`src/rtl/alu_pkg.sv`:
```
// Shared definitions for alu_arbiter and its ALU: opcodes, FSM state encoding
// and the opcode legality check.
package alu_pkg;

  localparam logic [2:0] ALU_ADD = 3'b001;
  localparam logic [2:0] ALU_SUB = 3'b010;
  localparam logic [2:0] ALU_AND = 3'b011;
  localparam logic [2:0] ALU_OR  = 3'b100;
  localparam logic [2:0] ALU_XOR = 3'b101;

  typedef logic [1:0] state_t;

  localparam state_t ST_IDLE = 2'd0;
  localparam state_t ST_EXEC = 2'd1;
  localparam state_t ST_RESP = 2'd2;

  function automatic logic is_legal_op(input logic [2:0] op);
    return (op >= ALU_ADD) && (op <= ALU_XOR);
  endfunction

endpackage

```
`src/rtl/alu.sv`:
```
// Purely combinational ALU shared by both requesters; undefined opcodes give 0.
module alu
  import alu_pkg::*;
#(
  parameter int WIDTH    = 32,
  parameter int OP_WIDTH = 3
) (
  input  logic [OP_WIDTH-1:0] i_op,
  input  logic [WIDTH-1:0]    i_a,
  input  logic [WIDTH-1:0]    i_b,
  output logic [WIDTH-1:0]    o_y
);

  always_comb begin
    // NOTE: assign a default before the case so no path leaves o_y unassigned,
    // which would otherwise infer a latch.
    o_y = '0;
    case (i_op)
      OP_WIDTH'(ALU_ADD): o_y = i_a + i_b;
      OP_WIDTH'(ALU_SUB): o_y = i_a - i_b;
      OP_WIDTH'(ALU_AND): o_y = i_a & i_b;
      OP_WIDTH'(ALU_OR):  o_y = i_a | i_b;
      OP_WIDTH'(ALU_XOR): o_y = i_a ^ i_b;
      default:            o_y = '0;
    endcase
  end

endmodule

```
`src/rtl/alu_arbiter.sv`:
```
// Two-requester valid/ready front end for a single shared ALU with a registered,
// tagged response. Define ALU_ARB_FIXED_PRIO_EN for fixed priority (requester 0).
module alu_arbiter
  import alu_pkg::*;
#(
  parameter int WIDTH    = 32,
  parameter int OP_WIDTH = 3
) (
  input  logic                clk,
  input  logic                rst,
  input  logic                req0_valid,
  output logic                req0_ready,
  input  logic [OP_WIDTH-1:0] req0_op,
  input  logic [WIDTH-1:0]    req0_a,
  input  logic [WIDTH-1:0]    req0_b,
  input  logic                req1_valid,
  output logic                req1_ready,
  input  logic [OP_WIDTH-1:0] req1_op,
  input  logic [WIDTH-1:0]    req1_a,
  input  logic [WIDTH-1:0]    req1_b,
  output logic                rsp_valid,
  input  logic                rsp_ready,
  output logic                rsp_id,
  output logic [WIDTH-1:0]    rsp_data,
  output logic                rsp_zero,
  output logic                rsp_err
);

  state_t              r_state;
  logic [OP_WIDTH-1:0] r_op;
  logic [WIDTH-1:0]    r_a;
  logic [WIDTH-1:0]    r_b;
  logic                r_id;
  logic [WIDTH-1:0]    r_rsp_data;
  logic                r_rsp_id;
  logic                r_rsp_zero;
  logic                r_rsp_err;

  logic                w_grant_id;
  logic                w_idle;
  logic                w_xfer;
  logic                w_legal;
  logic [WIDTH-1:0]    w_alu_y;

`ifdef ALU_ARB_FIXED_PRIO_EN
  assign w_grant_id = !req0_valid;
`else
  logic r_last_grant;

  // Contention goes to whoever did not win the previous transfer.
  assign w_grant_id = (req0_valid && req1_valid) ? !r_last_grant : !req0_valid;

  always_ff @(posedge clk or posedge rst) begin
    if (rst) begin
      r_last_grant <= 1'b1;
    end else if (w_xfer) begin
      r_last_grant <= w_grant_id;
    end
  end
`endif

  assign w_idle     = !rst && (r_state == ST_IDLE);
  assign req0_ready = w_idle && req0_valid && !w_grant_id;
  assign req1_ready = w_idle && req1_valid && w_grant_id;
  assign w_xfer     = req0_ready || req1_ready;

  // Upper opcode bits beyond the defined 3-bit codes must be zero to be legal.
  assign w_legal = is_legal_op(r_op[2:0]) && (r_op == OP_WIDTH'(r_op[2:0]));

  alu #(
    .WIDTH    (WIDTH),
    .OP_WIDTH (OP_WIDTH)
  ) u_alu (
    .i_op (r_op),
    .i_a  (r_a),
    .i_b  (r_b),
    .o_y  (w_alu_y)
  );

  always_ff @(posedge clk or posedge rst) begin
    // NOTE: sequential state uses non-blocking assignments so every register
    // samples pre-edge values regardless of statement order.
    if (rst) begin
      r_state    <= ST_IDLE;
      r_op       <= '0;
      r_a        <= '0;
      r_b        <= '0;
      r_id       <= 1'b0;
      r_rsp_data <= '0;
      r_rsp_id   <= 1'b0;
      r_rsp_zero <= 1'b0;
      r_rsp_err  <= 1'b0;
    end else begin
      case (r_state)
        ST_IDLE: begin
          if (w_xfer) begin
            r_state <= ST_EXEC;
            r_id    <= w_grant_id;
            r_op    <= w_grant_id ? req1_op : req0_op;
            r_a     <= w_grant_id ? req1_a  : req0_a;
            r_b     <= w_grant_id ? req1_b  : req0_b;
          end
        end
        ST_EXEC: begin
          r_rsp_data <= w_alu_y;
          r_rsp_zero <= (w_alu_y == '0);
          r_rsp_err  <= !w_legal;
          r_rsp_id   <= r_id;
          r_state    <= ST_RESP;
        end
        ST_RESP: begin
          if (rsp_ready) r_state <= ST_IDLE;
        end
        default: r_state <= ST_IDLE;
      endcase
    end
  end

  assign rsp_valid = (r_state == ST_RESP);
  assign rsp_id    = r_rsp_id;
  assign rsp_data  = r_rsp_data;
  assign rsp_zero  = r_rsp_zero;
  assign rsp_err   = r_rsp_err;

endmodule

```
`config.mk`:
```
export PLATFORM = sky130hd
export DESIGN_NAME = alu_arbiter
export DESIGN_NICKNAME = d
export VERILOG_FILES = /design/src/rtl/alu_pkg.sv /design/src/rtl/alu.sv /design/src/rtl/alu_arbiter.sv
export SDC_FILE = /design/constraint.sdc
export NUM_CORES = 1
export LEC_CHECK = 0
export ABC_AREA = 0
export CAP_MARGIN = 20
export CORE_ASPECT_RATIO = 0.6
export CORE_MARGIN = 10
export CORE_UTILIZATION = 45
export CTS_CLUSTER_SIZE = 10
export DETAILED_ROUTE_END_ITERATION = 8
export MAX_ROUTING_LAYER = met4
export PLACE_DENSITY = 0.72
export RECOVER_POWER = 100
export SLEW_MARGIN = 20
export SYNTH_ARGS = -nofsm -noshare
export SYNTH_HDL_FRONTEND = slang
export SYNTH_HIERARCHICAL = 1
export SYNTH_SLANG_ARGS = --single-unit
```
`constraint.sdc`:
```
create_clock -name clk -period 12.15 [get_ports clk]
set_clock_uncertainty 0.05 [all_clocks]
set_input_delay 3.645 -clock clk [delete_from_list [all_inputs] [get_ports clk]]
set_output_delay 3.645 -clock clk [all_outputs]
set_load 0.01 [all_outputs]
```
==> results.json <==
{
  "worst_path_largest_cell_delay_ps": 2350,
  "final-setup-viol-count": 0,
  "synth_seq_area_share": 0.2858,
  "setup_slack_ps": 2920,
  "grt_pass1_wl_um": 50430,
  "die_w_um": 205.5,
  "crit_chain": "dlygate4sd3_1, nor3_1, clkbuf_1, and2_0, buf_4, a31oi_1",
  "rsz0062_at_grt": "false",
  "worst_slew_pin_slew_ps": 3267,
  "multi_input_area_um2": 6003,
  "synthDistinctLibCells": 64,
  "hold_buffers": 0,
  "synth-edff-count": 0,
  "cts.repair.resized": 0,
  "fmax_ghz": 0.1083,
  "fin_area_um2": 11410,
  "fp.dieArea_um2": 26970,
  "routabilityCongestion": 0.9811,
  "critical_path.top_delay_family": "buffers and inverters",
  "gr-total-overflow": 0,
  "core-area_um2": 20120,
  "grt.total_usage": 0.2418,
  "cts_tree": "built",
  "wl_per_cell_um": 21.39,
  "pwr-share-seq": 0.220,
  "synth_cells": 1112,
  "intPower_uw": 1639,
  "r2r_slack_ps": 6310,
  "ys_async_sr_fraction": 1.000,
  "critPathSlowestCell": "clkbuf_1",
  "clkSlewWorstSetupHoldPaths_ps": 70,
  "status": "complete, but fails checks",
  "io_buffer_count": 176,
  "syn_nets": 1348,
  "synth_area_um2": 9286,
  "slew_violations": 258,
  "endpoint_kind": "flop",
  "swShare": 0.5134,
  "crit_buf_inv": 3,
  "drt_iter0_drc": 1041,
  "leakage_uw": 0.004906,
  "avgSynthCellArea_um2": 8.351,
  "rows": 40,
  "crit_arrival_ps": 9400,
  "yosys_warnings": 6,
  "violations": "max-capacitance violations, max-slew violations",
  "clkLatencyLatePin_ps": 370,
  "combPwrFrac": 0.691,
  "ff_latch_area_um2": 2655,
  "ant_nets": 0,
  "cts_buffers": 9,
  "cap_violations": 5,
  "cts_buffer_depth": 2,
  "die_h_um": 131.3,
  "viasPerCell": 6.017,
  "root_buffer": "clkbuf_16",
  "path_class": "in2reg",
  "synth_seq_cells": 106,
  "p_clk_frac": 0.089,
  "power.density_nw_per_um2": 295.3,
  "antenna_found_initial": 2,
  "hold_slack_ps": 423.4,
  "fin_tns_setup_ps": 0,
  "cts_sinks": 106,
  "via_count": 9073,
  "route.detailed.drc": 0,
  "dp_hpwl_um": 24780,
  "fill_cells": 1846,
  "postCtsSetupRepairBufs": 0,
  "cp_max_fo": 71,
  "h-tree-depth": 3,
  "worstHoldPathType": "reg2reg",
  "fin_nets": 1464,
  "initial_utilization": 0.4616,
  "fin_util": 0.5670,
  "startpoint_type": "input pin",
  "hold_violations": 0,
  "drt_first_pass_iters": 6,
  "finalCriticalPeriod_ps": 9230,
  "drive_gt1_frac": 0.06488,
  "io_pins": 177,
  "p_switching_uw": 1729,
  "ir_drop_mv": 0.1313,
  "slew_headroom": -1.178,
  "grt_pass1_vias": 8603,
  "place_area_um2": 11140,
  "grt_max_degree": 135,
  "fin_crit_sh": 0.7597,
  "synth_flop_cell": "dfrtp_1",
  "crit_required_ps": 12320,
  "wirelength_um": 32250,
  "area_delta_synth_final_pct": 22.84,
  "place_ws_ps": 3280
}
path summary, 6_finish.rpt:
check / from / endpoint / cells past startpoint
hold / removal: rsp_zero / rsp_zero / 2
min in group asynchronous: rst / r_a[5] / 2
max in group asynchronous: rst / rsp_data[25] / 3
setup / recovery: rst / r_b[8] / 6
hold reg to reg: rsp_zero / rsp_zero / 2
setup reg to reg: r_state[0] / r_b[8] / 5
flip-flops by register name (all words and copies together), names as in the netlist, 2 cells and up:
| signal | cells |
|---|---|
| r_a | 32 |
| r_b | 32 |
| r_op | 3 |
| r_state | 2 |
| rsp_data | 32 |
layer usage:
layer  wire [µm]  GRT usage  vias up
li1            -          -     4296
met1       15990     0.3709     4313
met2       11520     0.2875      440
met3        4420    0.09033       24
met4         320    0.03701        0
met5           0          -        -
power groups by stage:
stage,clock network [µW],registers (µW),logic [µW]
floorplan,0,652,1670
global placement,0,731,2250
detailed placement,0,740,2280
CTS,306,735,2290
global route,318,759,2610
finish,300,740,2330
cell usage in the layout (no fill, tap or decap), types with 4 or more instances in the layout:
cell,synthesis,final
a21o_1,11,11
a21oi_1,113,113
a22oi_1,24,24
a31oi_1,65,67
a31oi_2,10,8
a41oi_1,4,4
and2_0,0,4
and3_1,7,7
buf_4,0,9
clkbuf_16,0,9
clkdlybuf4s50_1,0,136
dfrtp_1,105,104
dlygate4sd3_1,0,39
ha_1,96,96
inv_1,71,70
mux2_2,33,33
mux2i_1,4,4
nand2_1,60,60
nand2b_1,14,13
nand3_1,6,6
nand3b_1,68,68
nand4_1,9,9
nor2_1,35,35
nor3_1,6,8
nor4_1,13,13
o211ai_1,4,4
o21a_1,7,7
o21ai_0,143,143
o21bai_1,4,4
o22ai_1,4,4
o31ai_1,8,8
xnor2_1,41,41
xor2_1,14,14
worst min-delay path, stage by stage (launching register included):
cell     delay (ps)
dfrtp_1         330
nand2_1          50
o31ai_1          50
cell usage after synthesis (2+ instances only):
library cell / instances / share of area
nand3_1: 6 / 0.0032
nand2_1: 60 / 0.024
buf_6: 3 / 0.0036
o21bai_1: 4 / 0.0032
a221oi_1: 2 / 0.0019
xnor2_1: 41 / 0.039
a31oi_2: 10 / 0.013
or3_1: 2 / 0.0013
and2_1: 6 / 0.0040
nor2b_1: 4 / 0.0027
a21o_1: 11 / 0.0089
o2111ai_1: 2 / 0.0019
nor4_1: 13 / 0.0088
nand2b_1: 14 / 0.0094
o21a_1: 7 / 0.0057
a31oi_1: 65 / 0.044
nor3_1: 6 / 0.0032
nand4_1: 9 / 0.0061
clkbuf_1: 60 / 0.024
and4_1: 2 / 0.0019
buf_2: 13 / 0.0070
dfrtp_1: 105 / 0.28
a22oi_1: 24 / 0.019
xor2_1: 14 / 0.013
nor3_2: 2 / 0.0022
mux2i_1: 4 / 0.0043
o21ai_0: 143 / 0.077
a31o_2: 2 / 0.0019
o211ai_1: 4 / 0.0032
o22ai_1: 4 / 0.0027
buf_1: 6 / 0.0024
ha_1: 96 / 0.13
o31ai_1: 8 / 0.0065
o41a_1: 2 / 0.0024
inv_1: 71 / 0.029
and3_1: 7 / 0.0047
a41oi_1: 4 / 0.0038
nor2_1: 35 / 0.014
nand3b_1: 68 / 0.055
a21oi_1: 113 / 0.061
nor3b_1: 3 / 0.0024
mux2_2: 33 / 0.040
o41ai_1: 3 / 0.0028
kinds of logic (layout without fill, tap and decap cells):
logic type | Yosys count | count (layout) | share of synthesized area
muxes | 37 | 37 | 0.04433
other | 0 | 2 | 0
DFF | 106 | 106 | 0.2858
buffers and inverters | 154 | 275 | 0.06642
AOI/OAI and AO/OA | 420 | 420 | 0.2714
adders and majority gates | 97 | 97 | 0.1315
and+or+nand+nor | 243 | 243 | 0.1487
xor gates and xnor gates | 55 | 55 | 0.05187
stage by stage:
step                instances  total power, µW
floorplan                1112             2323
global placement         1490             2977
detailed placement       1490             3022
CTS                      1506             3335
global route             1508             3683
finish                   1508             3368
cell type report:
| class | instances | share of cell area |
|---|---|---|
| Antenna cell | 2 | 0.0004387 |
| Clock inverter | 3 | 0.002523 |
| Sequential cell | 106 | 0.2328 |
| Inverter | 72 | 0.02380 |
| Clock buffer | 13 | 0.02369 |
| Tap cell | 273 | 0.02994 |
| Timing Repair Buffer | 187 | 0.1606 |
| Multi-Input combinational cell | 852 | 0.5263 |
Power figures use the tool's default switching activity.
